$ cat config.mk
export PLATFORM = sky130hd
export DESIGN_NAME = updn_counter_ld
export DESIGN_NICKNAME = d
export VERILOG_FILES = /design/src/rtl/updn_counter_ld.sv
export SDC_FILE = /design/constraint.sdc
export NUM_CORES = 1
export LEC_CHECK = 0
export BUFFER_PORTS_ARGS = -buffer_cell sky130_fd_sc_hd__buf_2
export CAP_MARGIN = 25
export CORE_ASPECT_RATIO = 0.9
export CORE_MARGIN = 8
export CORE_UTILIZATION = 45
export DETAILED_ROUTE_END_ITERATION = 12
export HOLD_SLACK_MARGIN = 0.02
export PLACE_DENSITY = 0.69
export SYNTH_ARGS = -nofsm -noshare
export SYNTH_HDL_FRONTEND = slang
export SYNTH_SLANG_ARGS = --single-unit
export TNS_END_PERCENT = 100
$ cat constraint.sdc
create_clock -name clk -period 3.5 [get_ports clk]
set_input_delay 0.175 -clock clk [delete_from_list [all_inputs] [get_ports clk]]
set_output_delay 0.175 -clock clk [all_outputs]
set_load 0.05 [all_outputs]
$ cat src/rtl/updn_counter_ld.sv
// updn_counter_ld: parametrised up/down counter with synchronous load,
// programmable terminal value, wrap/saturate boundary handling and a
// clock-enable prescaler. Emits a one-cycle terminal-count pulse (tc) and a
// sticky overflow flag (ovf) on every boundary event.
module updn_counter_ld #(
  parameter int WIDTH   = 8,
  parameter int PRESC_W = 4
) (
  input  logic               clk,
  input  logic               rst,
  input  logic               load,
  input  logic [WIDTH-1:0]   din,
  input  logic               en,
  input  logic               up,
  input  logic               sat,
  input  logic [WIDTH-1:0]   max_val,
  input  logic [PRESC_W-1:0] presc,
  input  logic               clr_ovf,
  output logic [WIDTH-1:0]   cnt,
  output logic               tc,
  output logic               ovf,
  output logic               zero
);

  logic [WIDTH-1:0]   r_cnt;
  logic [PRESC_W-1:0] r_pc;
  logic               r_tc;
  logic               r_ovf;

  logic               w_tick;
  logic               w_at_top;
  logic               w_at_bottom;
  logic               w_event;
  logic [WIDTH-1:0]   w_cnt_next;

  // A tick happens on the enabled cycle where the prescaler reaches presc;
  // load suppresses it because load has priority over counting.
  assign w_tick      = en && !load && (r_pc == presc);

  // ">=" rather than "==" so a loaded value above max_val still hits the
  // boundary on the next up tick instead of running on to 2^WIDTH.
  assign w_at_top    = (r_cnt >= max_val);
  assign w_at_bottom = (r_cnt == '0);
  assign w_event     = w_tick && (up ? w_at_top : w_at_bottom);

  // Next count value for a tick, including the wrap/saturate boundary cases.
  always_comb begin
    w_cnt_next = r_cnt;
    if (up) begin
      if (w_at_top) w_cnt_next = sat ? max_val : '0;
      else          w_cnt_next = r_cnt + 1'b1;
    end else begin
      if (w_at_bottom) w_cnt_next = sat ? '0 : max_val;
      else             w_cnt_next = r_cnt - 1'b1;
    end
  end

  // Prescaler: restarts on load, advances only on enabled cycles, and wraps
  // to zero on the tick cycle; it freezes while en is low.
  always_ff @(posedge clk or posedge rst) begin
    if (rst) begin
      r_pc <= '0;
    end else if (load) begin
      r_pc <= '0;
    end else if (en) begin
      if (r_pc == presc) r_pc <= '0;
      else               r_pc <= r_pc + 1'b1;
    end
  end

  // Counter and terminal-count pulse: load beats tick, otherwise hold.
  always_ff @(posedge clk or posedge rst) begin
    if (rst) begin
      r_cnt <= '0;
      r_tc  <= 1'b0;
    end else if (load) begin
      r_cnt <= din;
      r_tc  <= 1'b0;
    end else begin
      if (w_tick) r_cnt <= w_cnt_next;
      r_tc <= w_event;
    end
  end

  // Sticky overflow: a boundary event on the same edge overrides a clear.
  always_ff @(posedge clk or posedge rst) begin
    if (rst) begin
      r_ovf <= 1'b0;
    end else if (w_event) begin
      r_ovf <= 1'b1;
    end else if (clr_ovf) begin
      r_ovf <= 1'b0;
    end
  end

  assign cnt  = r_cnt;
  assign tc   = r_tc;
  assign ovf  = r_ovf;
  assign zero = (r_cnt == '0);

endmodule

==> results.txt, run 1 <==
Max Slew Vio Count -> 0
Power Density -> 332 nW/um^2
Sink Count -> 14
clock transition at the registers of the reported paths -> 0.06 ns
asr flop ratio synth -> 100%
GRT Total Usage -> 15.2%
Die Height -> 71.1 um
Yosys top cell area share -> 23.1%
Post-synth EDFFs -> 0
post-synthesis adder-cell area fraction -> 9.90%
Startpoint Class -> register
Post-Synth XOR/XNOR Area -> 8.09%
Inst Count DP -> 257
WL final -> 4.03 mm
clock latency on the worst-skew pair -> 0.25 ns
syn_area_per_cell -> 8.15 um^2
WP data arrival -> 3.00 ns
Layout Cells excl Fill -> 262
maximum number of pins on one net before global-route repair -> 16
drt initial violations -> 152
ant diodes -> 0
WP data required -> 3.66 ns
Synth area leader -> dfrtp_1
Setup Skew -> 0.00415 ns
GR Overflow Total -> 0
core area -> 3300 um^2
Synth Area in Compound Gates -> 20.8%
top-level port count -> 38
mapped cell area -> 1520 um^2
run status -> completed
final hold vios -> 0
remaining antenna violation count after routing -> 0
die area -> 5490 um^2
max_cap viols -> 0
area delta synth->final -> 14.4%
fmax -> 352 MHz
post-CTS sizing -> 0
Worst Tran Pin Value -> 0.641 ns
multiplexer share of the synthesized area -> 5.53%
dpl hpwl -> 3.14 mm
first-pass GRT wire length -> 6.98 mm
H-tree levels -> 1
CTS tree -> built
vias -> 1444
DRT Pass-1 Iters -> 4
highest-count cells in the layout ignoring fill and taps -> buf_2 (37), nand2_1 (19), nor2_1 (17)
vias in the first global route -> 1437
initial antenna violation count -> 0
commonest non-fill, non-tap cell in the layout -> buf_2
Starting Density -> 45.9%
Final Setup Violations -> 0
Inserted Clock Buffers -> 3
clk root buf -> clkbuf_8
syn nets -> 225
Post-Synth Simple-Gate Area -> 23.7%
CP max FO -> 11
CP Class -> register to register
Peak VDD IR -> 0.292 mV
CP Capture Type -> register
port bufs -> 37
row cnt -> 20
largest family of logic cells by synthesized area -> simple AND/OR/NAND/NOR gates
Final #Nets -> 258
top post-synthesis cells by area -> dfrtp_1 (23%), ha_1 (9.9%), nand2_1 (4.7%)
Synth Register Bits -> 14
routed vias/inst -> 5.51
Total Power -> 576 uW
Fin Setup TNS -> 0 ns
RePlAce Congestion -> 0.898
fin crit period -> 2.84 ns
Worst Hold Class -> input pin to register
Wirelength per Cell -> 15.4 um
Clock Tree Buf Depth -> 2
Final period util -> 81.3%
synth warn -> 0
Slew Limit Headroom -> 57.2%
ys flop type -> dfrtp_1
Netlist cell types -> 54
Die W -> 77.2 um
RSZ-0062 raised after global routing -> no
layout cells sized above 1 -> 23.4%
Static Leak -> 0.794 nW
Gate Count Post-Synth -> 186
sequential fraction of the synthesis area -> 23.1%
# DRC -> 0
## worst paths after layout
kind	to	depth (start not counted)	startpoint	slack, ns
setup / recovery	cnt[3]	8	cnt[0]	0.66
hold / removal	cnt[3]	3	din[3]	0.15
setup reg to reg	cnt[3]	8	cnt[0]	0.66
hold reg to reg	ovf	1	ovf	0.48
max in group asynchronous	cnt[4]	3	rst	2.60
min in group asynchronous	ovf	3	rst	0.52
## metrics by stage
stage	setup WS (ns)	area (um^2)	hold WS, ns	utilization, %
after detailed placement	0.663	1670	0.261	50.6
final	0.656	1740	0.150	52.5
after global placement	0.811	1670	0.254	50.6
after global routing	0.403	1740	0.167	52.5
after CTS	0.643	1740	0.150	52.5
after floorplan	0.565	1520	0.0642	-
## synth_stat cells (3+ instances only)
cell type,n
nand2_1,19
nor2_1,17
dfrtp_1,14
o21ai_0,13
ha_1,12
inv_1,12
nand3_1,12
xnor2_1,7
xor2_1,7
a21oi_1,5
mux2i_1,5
a211oi_1,4
buf_6,3
clkbuf_1,3
mux2_2,3
nand2b_1,3
nor2b_1,3
## sequential cells by signal, indices dropped and copies added (netlist names)
| name | count |
|---|---|
| cnt | 8 |
| r_pc | 4 |
| ovf | 1 |
| tc | 1 |
## per-layer routing
metal / wire length, um / GRT usage (%) / vias to the layer above
li1: - / - / 727
met1: 1920 / 21.1 / 659
met2: 1760 / 22.9 / 54
met3: 319 / 4.18 / 4
met4: 29 / 2.51 / 0
met5: 0 / 0 / -
## power breakdown
group          switching, mW  internal [mW]
Combinational          0.126         0.0865
Clock                 0.0604         0.0996
Sequential            0.0298          0.173
Total                  0.217          0.359
## area by class of cell
class | count | area, um^2
multi-input combinational | 149 | 1030
timing repair buffer | 38 | 195
sequential | 14 | 350
inverter | 13 | 48.8
clock buffer | 4 | 55.1
tap | 44 | 55.1
fill | 351 | 1570
## repair_timing
item	4_1_cts	5_1_grt
hold buffers	1	0
buffers inserted	0	0
endpoints found under the hold margin	14	0
## kinds of logic (layout without fill, tap and decap cells)
logic type	after synthesis	in the layout
AND/OR/NAND/NOR	70	70
AO/OA/AOI/OAI	45	45
buffers and inverters	23	55
XOR/XNOR	14	14
flip-flops	14	14
adder cells (fa/ha/maj)	12	12
multiplexers	8	8
## critical path, cell delays in order (launching register included)
cell and delay (ns):
dfrtp_1 0.53, inv_1 0.14, ha_1 0.28, nand2b_1 0.17, a2111oi_2 0.44, o21bai_1 0.16
a21oi_2 0.47, mux2_2 0.40, o221ai_1 0.16
Power figures use the tool's default switching activity.
==> run 2: changes to the inputs <==
PLACE_DENSITY = 0.72   (was 0.69)
clock period = 2.6 ns   (was 3.5 ns; I/O delays follow)
==> results.txt, run 2 (synthesized netlist as in run 1, its figures left out) <==
run status -> completed
ant diodes -> 0
layout cells sized above 1 -> 26.5%
CP max FO -> 11
Starting Density -> 45.9%
remaining antenna violation count after routing -> 0
WP data required -> 2.76 ns
Fin Setup TNS -> 0 ns
GR Overflow Total -> 0
Power Density -> 434 nW/um^2
port bufs -> 37
clk root buf -> clkbuf_8
H-tree levels -> 1
final instance area -> 1810 um^2
initial antenna violation count -> 0
Worst Slack Setup Final -> 0.159 ns
crit-path max cell delay -> 0.47 ns
area delta synth->final -> 19.4%
vias in the first global route -> 1494
CP Class -> register to register
GRT Total Usage -> 15.9%
WP data arrival -> 2.60 ns
HP Start -> din[3]
routed vias/inst -> 5.60
Startpoint Class -> register
final hold vios -> 0
clock latency on the worst-skew pair -> 0.25 ns
number of flip-flops in the largest register -> 8
Slowest-stage cell, CP -> dfrtp_2
dpl hpwl -> 3.39 mm
commonest non-fill, non-tap cell in the layout -> buf_2
DRT Pass-1 Iters -> 5
fin crit period -> 2.44 ns
Static Leak -> 0.833 nW
highest-count cells in the layout ignoring fill and taps -> buf_2 (37), nand2_1 (19), nor2_1 (17)
core area -> 3300 um^2
CP top delay family -> compound AO/OA/AOI/OAI gates
Worst Tran Pin Value -> 0.567 ns
Die Height -> 71.1 um
DP Worst Slack -> 0.175 ns
R2R Path Start -> cnt[0]
Final #Nets -> 266
maximum number of pins on one net before global-route repair -> 15
internal power -> 481 uW
Inst Count DP -> 264
Psw -> 304 uW
Buf/Inv on CP -> 1
Layout Cells excl Fill -> 270
Post-Place Cell Area -> 1730 um^2
Seq pwr share -> 32.9%
Final Setup Violations -> 0
top-level port count -> 38
Worst Hold Class -> input pin to register
CTS tree -> built
Slew Limit Headroom -> 62.2%
clock transition at the registers of the reported paths -> 0.06 ns
Peak VDD IR -> 0.411 mV
clock network fraction of total power -> 24.1%
fmax -> 410 MHz
# fillers -> 348
Clock Tree Buf Depth -> 2
first-pass GRT wire length -> 7.31 mm
# DRC -> 0
switch share -> 38.8%
die area -> 5490 um^2
max_cap viols -> 0
Critical Path, Cell by Cell -> inv_1 -> ha_1 -> nand2b_1 -> a2111oi_4 -> o21bai_2 -> a21oi_4 -> mux2_2 -> o221ai_1
CP Capture Type -> register
Sink Count -> 14
row cnt -> 20
WL final -> 4.34 mm
RePlAce Congestion -> 0.860
Setup Skew -> 0.00328 ns
Max Slew Vio Count -> 0
CP Launch Point -> cnt[0]
Wirelength per Cell -> 16.1 um
Die W -> 77.2 um
drt initial violations -> 158
Final period util -> 93.9%
Comb pwr share -> 43.0%
vias -> 1511
Inserted Clock Buffers -> 3
-- run 2: cell types whose count changed in the layout (fill, tap and decap cells not counted), sizes merged --
cell	before	now
buf	37	45
-- run 2: area by class of cell --
type | count | area [um^2] | share of cell area, %
Timing Repair Buffer | 46 | 255 | 14.1
Multi-Input combinational cell | 149 | 1050 | 58.3
Clock buffer | 4 | 45.0 | 2.49
Sequential cell | 14 | 352 | 19.4
Inverter | 13 | 48.8 | 2.70
Tap cell | 44 | 55.1 | 3.04
-- run 2: worst paths after layout --
path	to	slack [ns]	depth (start not counted)
setup / recovery	cnt[3]	0.16	8
hold / removal	cnt[3]	0.11	3
setup reg to reg	cnt[3]	0.16	8
hold reg to reg	ovf	0.48	1
max in group asynchronous	cnt[0]	1.72	3
min in group asynchronous	cnt[1]	0.48	3
-- run 2: layer usage --
layer  GRT usage [%]  wire length [um]
met1            20.9              1890
met5               0                 0
met2            26.0              2100
met4            1.67                 4
met3            4.18               341
-- run 2: metrics by stage --
step	util, %	hold WS [ns]	total power, mW
finish	54.8	0.109	0.785
global route	54.8	0.151	0.829
CTS	54.1	0.109	0.773
detailed placement	52.4	0.213	0.583
global placement	52.4	0.210	0.580
floorplan	-	0.0192	0.503
-- run 2: what timing repair did --
item,CTS,global route
hold buffers,1,0
setup buffers,0,1
setup endpoints to repair,0,2
endpoints found under the hold margin,14,0
gates resized for setup,0,2
-- run 2: worst min-delay path, stage by stage --
cell      delay, ns
buf_2          0.07
nand2_1        0.05
o221ai_1       0.06
-- run 2: power groups by stage --
stage | Combinational (mW) | Clock, mW | Sequential [mW]
floorplan | 0.200 | 0 | 0.302
CTS | 0.326 | 0.189 | 0.258
global route | 0.370 | 0.198 | 0.261
detailed placement | 0.322 | 0 | 0.262
finish | 0.337 | 0.189 | 0.259
global placement | 0.319 | 0 | 0.261
==> run 3: changes to the inputs <==
GPL_TIMING_DRIVEN = 0   (was not set)
==> results.txt, run 3 (synthesized netlist as in run 1, its figures left out) <==
run status -> completed
maximum number of pins on one net before global-route repair -> 15
remaining antenna violation count after routing -> 0
Post-Place Cell Area -> 1770 um^2
hold path endpoint -> cnt[3]
Final period util -> 95.6%
final instance area -> 1870 um^2
Startpoint Class -> register
Static Leak -> 0.860 nW
final hold vios -> 0
Clock Tree Buf Depth -> 2
# DRC -> 0
highest-count cells in the layout ignoring fill and taps -> buf_2 (37), nand2_1 (19), nor2_1 (17)
number of flip-flops in the largest register -> 8
routed vias/inst -> 5.64
Seq pwr share -> 32.0%
Worst Hold Class -> input pin to register
core area -> 3300 um^2
Power Density -> 432 nW/um^2
first-pass GRT wire length -> 7.18 mm
switch share -> 38.7%
Total Power -> 809 uW
Worst Slack Setup Final -> 0.114 ns
Final Setup Violations -> 0
Slew Limit Headroom -> 60.2%
Final #Nets -> 271
CP top delay family -> compound AO/OA/AOI/OAI gates
clock transition at the registers of the reported paths -> 0.07 ns
commonest non-fill, non-tap cell in the layout -> buf_2
layout cells sized above 1 -> 26.8%
CP Launch Point -> cnt[0]
CP max FO -> 9
Psw -> 313 uW
Worst Tran Pin Value -> 0.597 ns
DRT Pass-1 Iters -> 4
fin crit period -> 2.49 ns
WP data arrival -> 2.66 ns
clk root buf -> clkbuf_8
RePlAce Congestion -> 0.939
CP Capture Type -> register
area delta synth->final -> 23.4%
GR Overflow Total -> 0
Inserted Clock Buffers -> 3
Wirelength per Cell -> 15.8 um
Layout Cells excl Fill -> 275
Comb pwr share -> 44.2%
vias -> 1550
max_cap viols -> 0
RSZ-0062 raised after global routing -> no
R2R Path Start -> cnt[0]
Setup Skew -> 0.00554 ns
Critical Path, Cell by Cell -> clkbuf_8 -> inv_1 -> ha_1 -> nand2b_1 -> a2111oi_4 -> o21bai_2 -> a21oi_4 -> buf_4 -> mux2_2 -> o21ai_1
clock network fraction of total power -> 23.8%
die area -> 5490 um^2
WP data required -> 2.77 ns
worst reg2reg setup slack -> 0.11 ns
CP Class -> register to register
DP Worst Slack -> -0.0710 ns
initial antenna violation count -> 0
drt initial violations -> 120
Die Height -> 71.1 um
crit-path max cell delay -> 0.42 ns
row cnt -> 20
GRT Total Usage -> 15.7%
Peak VDD IR -> 0.295 mV
Worst Reg-to-Reg Cells -> 10
Starting Density -> 45.9%
WL final -> 4.35 mm
Sink Count -> 14
worst r2r dst -> cnt[2]
clock latency on the worst-skew pair -> 0.25 ns
Buf/Inv on CP -> 3
Max Slew Vio Count -> 0
fmax -> 402 MHz
Hold Crit Depth -> 3
ant diodes -> 0
dpl hpwl -> 3.36 mm
CTS tree -> built
top-level port count -> 38
vias in the first global route -> 1505
H-tree levels -> 1
Inst Count DP -> 266
WHS -> 0.113 ns
HP Start -> din[3]
internal power -> 496 uW
port bufs -> 36
Die W -> 77.2 um
Slowest-stage cell, CP -> dfrtp_2
## run 3: cell types whose count changed in the layout (fill, tap and decap cells not counted)
| cell | previous run | this run |
|---|---|---|
| buf_4 | 8 | 5 |
| buf_6 | 0 | 3 |
| clkbuf_1 | 1 | 3 |
| buf_12 | 0 | 1 |
| clkbuf_8 | 3 | 4 |
| dlygate4sd1_1 | 0 | 1 |
## run 3: power groups by stage
stage / Combinational (mW) / Clock (mW) / Sequential [mW]
floorplan: 0.200 / 0 / 0.302
global placement: 0.322 / 0 / 0.262
detailed placement: 0.328 / 0 / 0.263
CTS: 0.347 / 0.195 / 0.258
global route: 0.389 / 0.208 / 0.261
finish: 0.358 / 0.192 / 0.258
## run 3: worst max path at each step
stage / to / slack, ns / depth (start not counted)
after floorplan: cnt[3] / 0.02 / 9
after global placement: cnt[3] / -0.04 / 9
after detailed placement: cnt[3] / -0.07 / 9
after CTS: cnt[2] / 0.02 / 10
after global routing: cnt[7] / 0.02 / 10
final: cnt[2] / 0.11 / 10
## run 3: routing by layer
metal / up-vias / global-route usage, % / routed length [um] / share of wire (%)
met4: 0 / 2.93 / 33 / 0.76
met3: 4 / 4.43 / 406 / 9.3
met1: 725 / 20.7 / 1970 / 45
met5: - / 0 / 0 / 0
li1: 756 / - / - / -
met2: 65 / 25.0 / 1940 / 45
## run 3: final cells by class
type / count / area (um^2)
buffer: 10 / 96.3
tap: 44 / 55.1
clock buffer: 4 / 45.0
fill: 325 / 1430
inverter: 13 / 48.8
timing repair buffer: 41 / 220
sequential: 14 / 352
multi-input combinational: 149 / 1050
## run 3: tightest hold or removal path: cells and delay by family
kind / cells / cell delay, ns
buffers and inverters: 1 / 0.07
AO/OA/AOI/OAI: 1 / 0.07
AND/OR/NAND/NOR: 1 / 0.05
## run 3: repair_timing
| item | 4_1_cts | 5_1_grt |
|---|---|---|
| endpoints found under the setup margin | 1 | 7 |
| hold endpoints to repair | 14 | 0 |
| hold buffers | 1 | 0 |
| pin swaps | 1 | 2 |
| buffers inserted | 4 | 0 |
| resized for setup | 0 | 2 |
## run 3: metrics by stage
stage	util, %	TNS [ns]
after floorplan	-	0
after global placement	53.6	-0.0371
after detailed placement	53.6	-0.0710
after CTS	56.2	0
after global routing	56.7	0
final	56.7	0
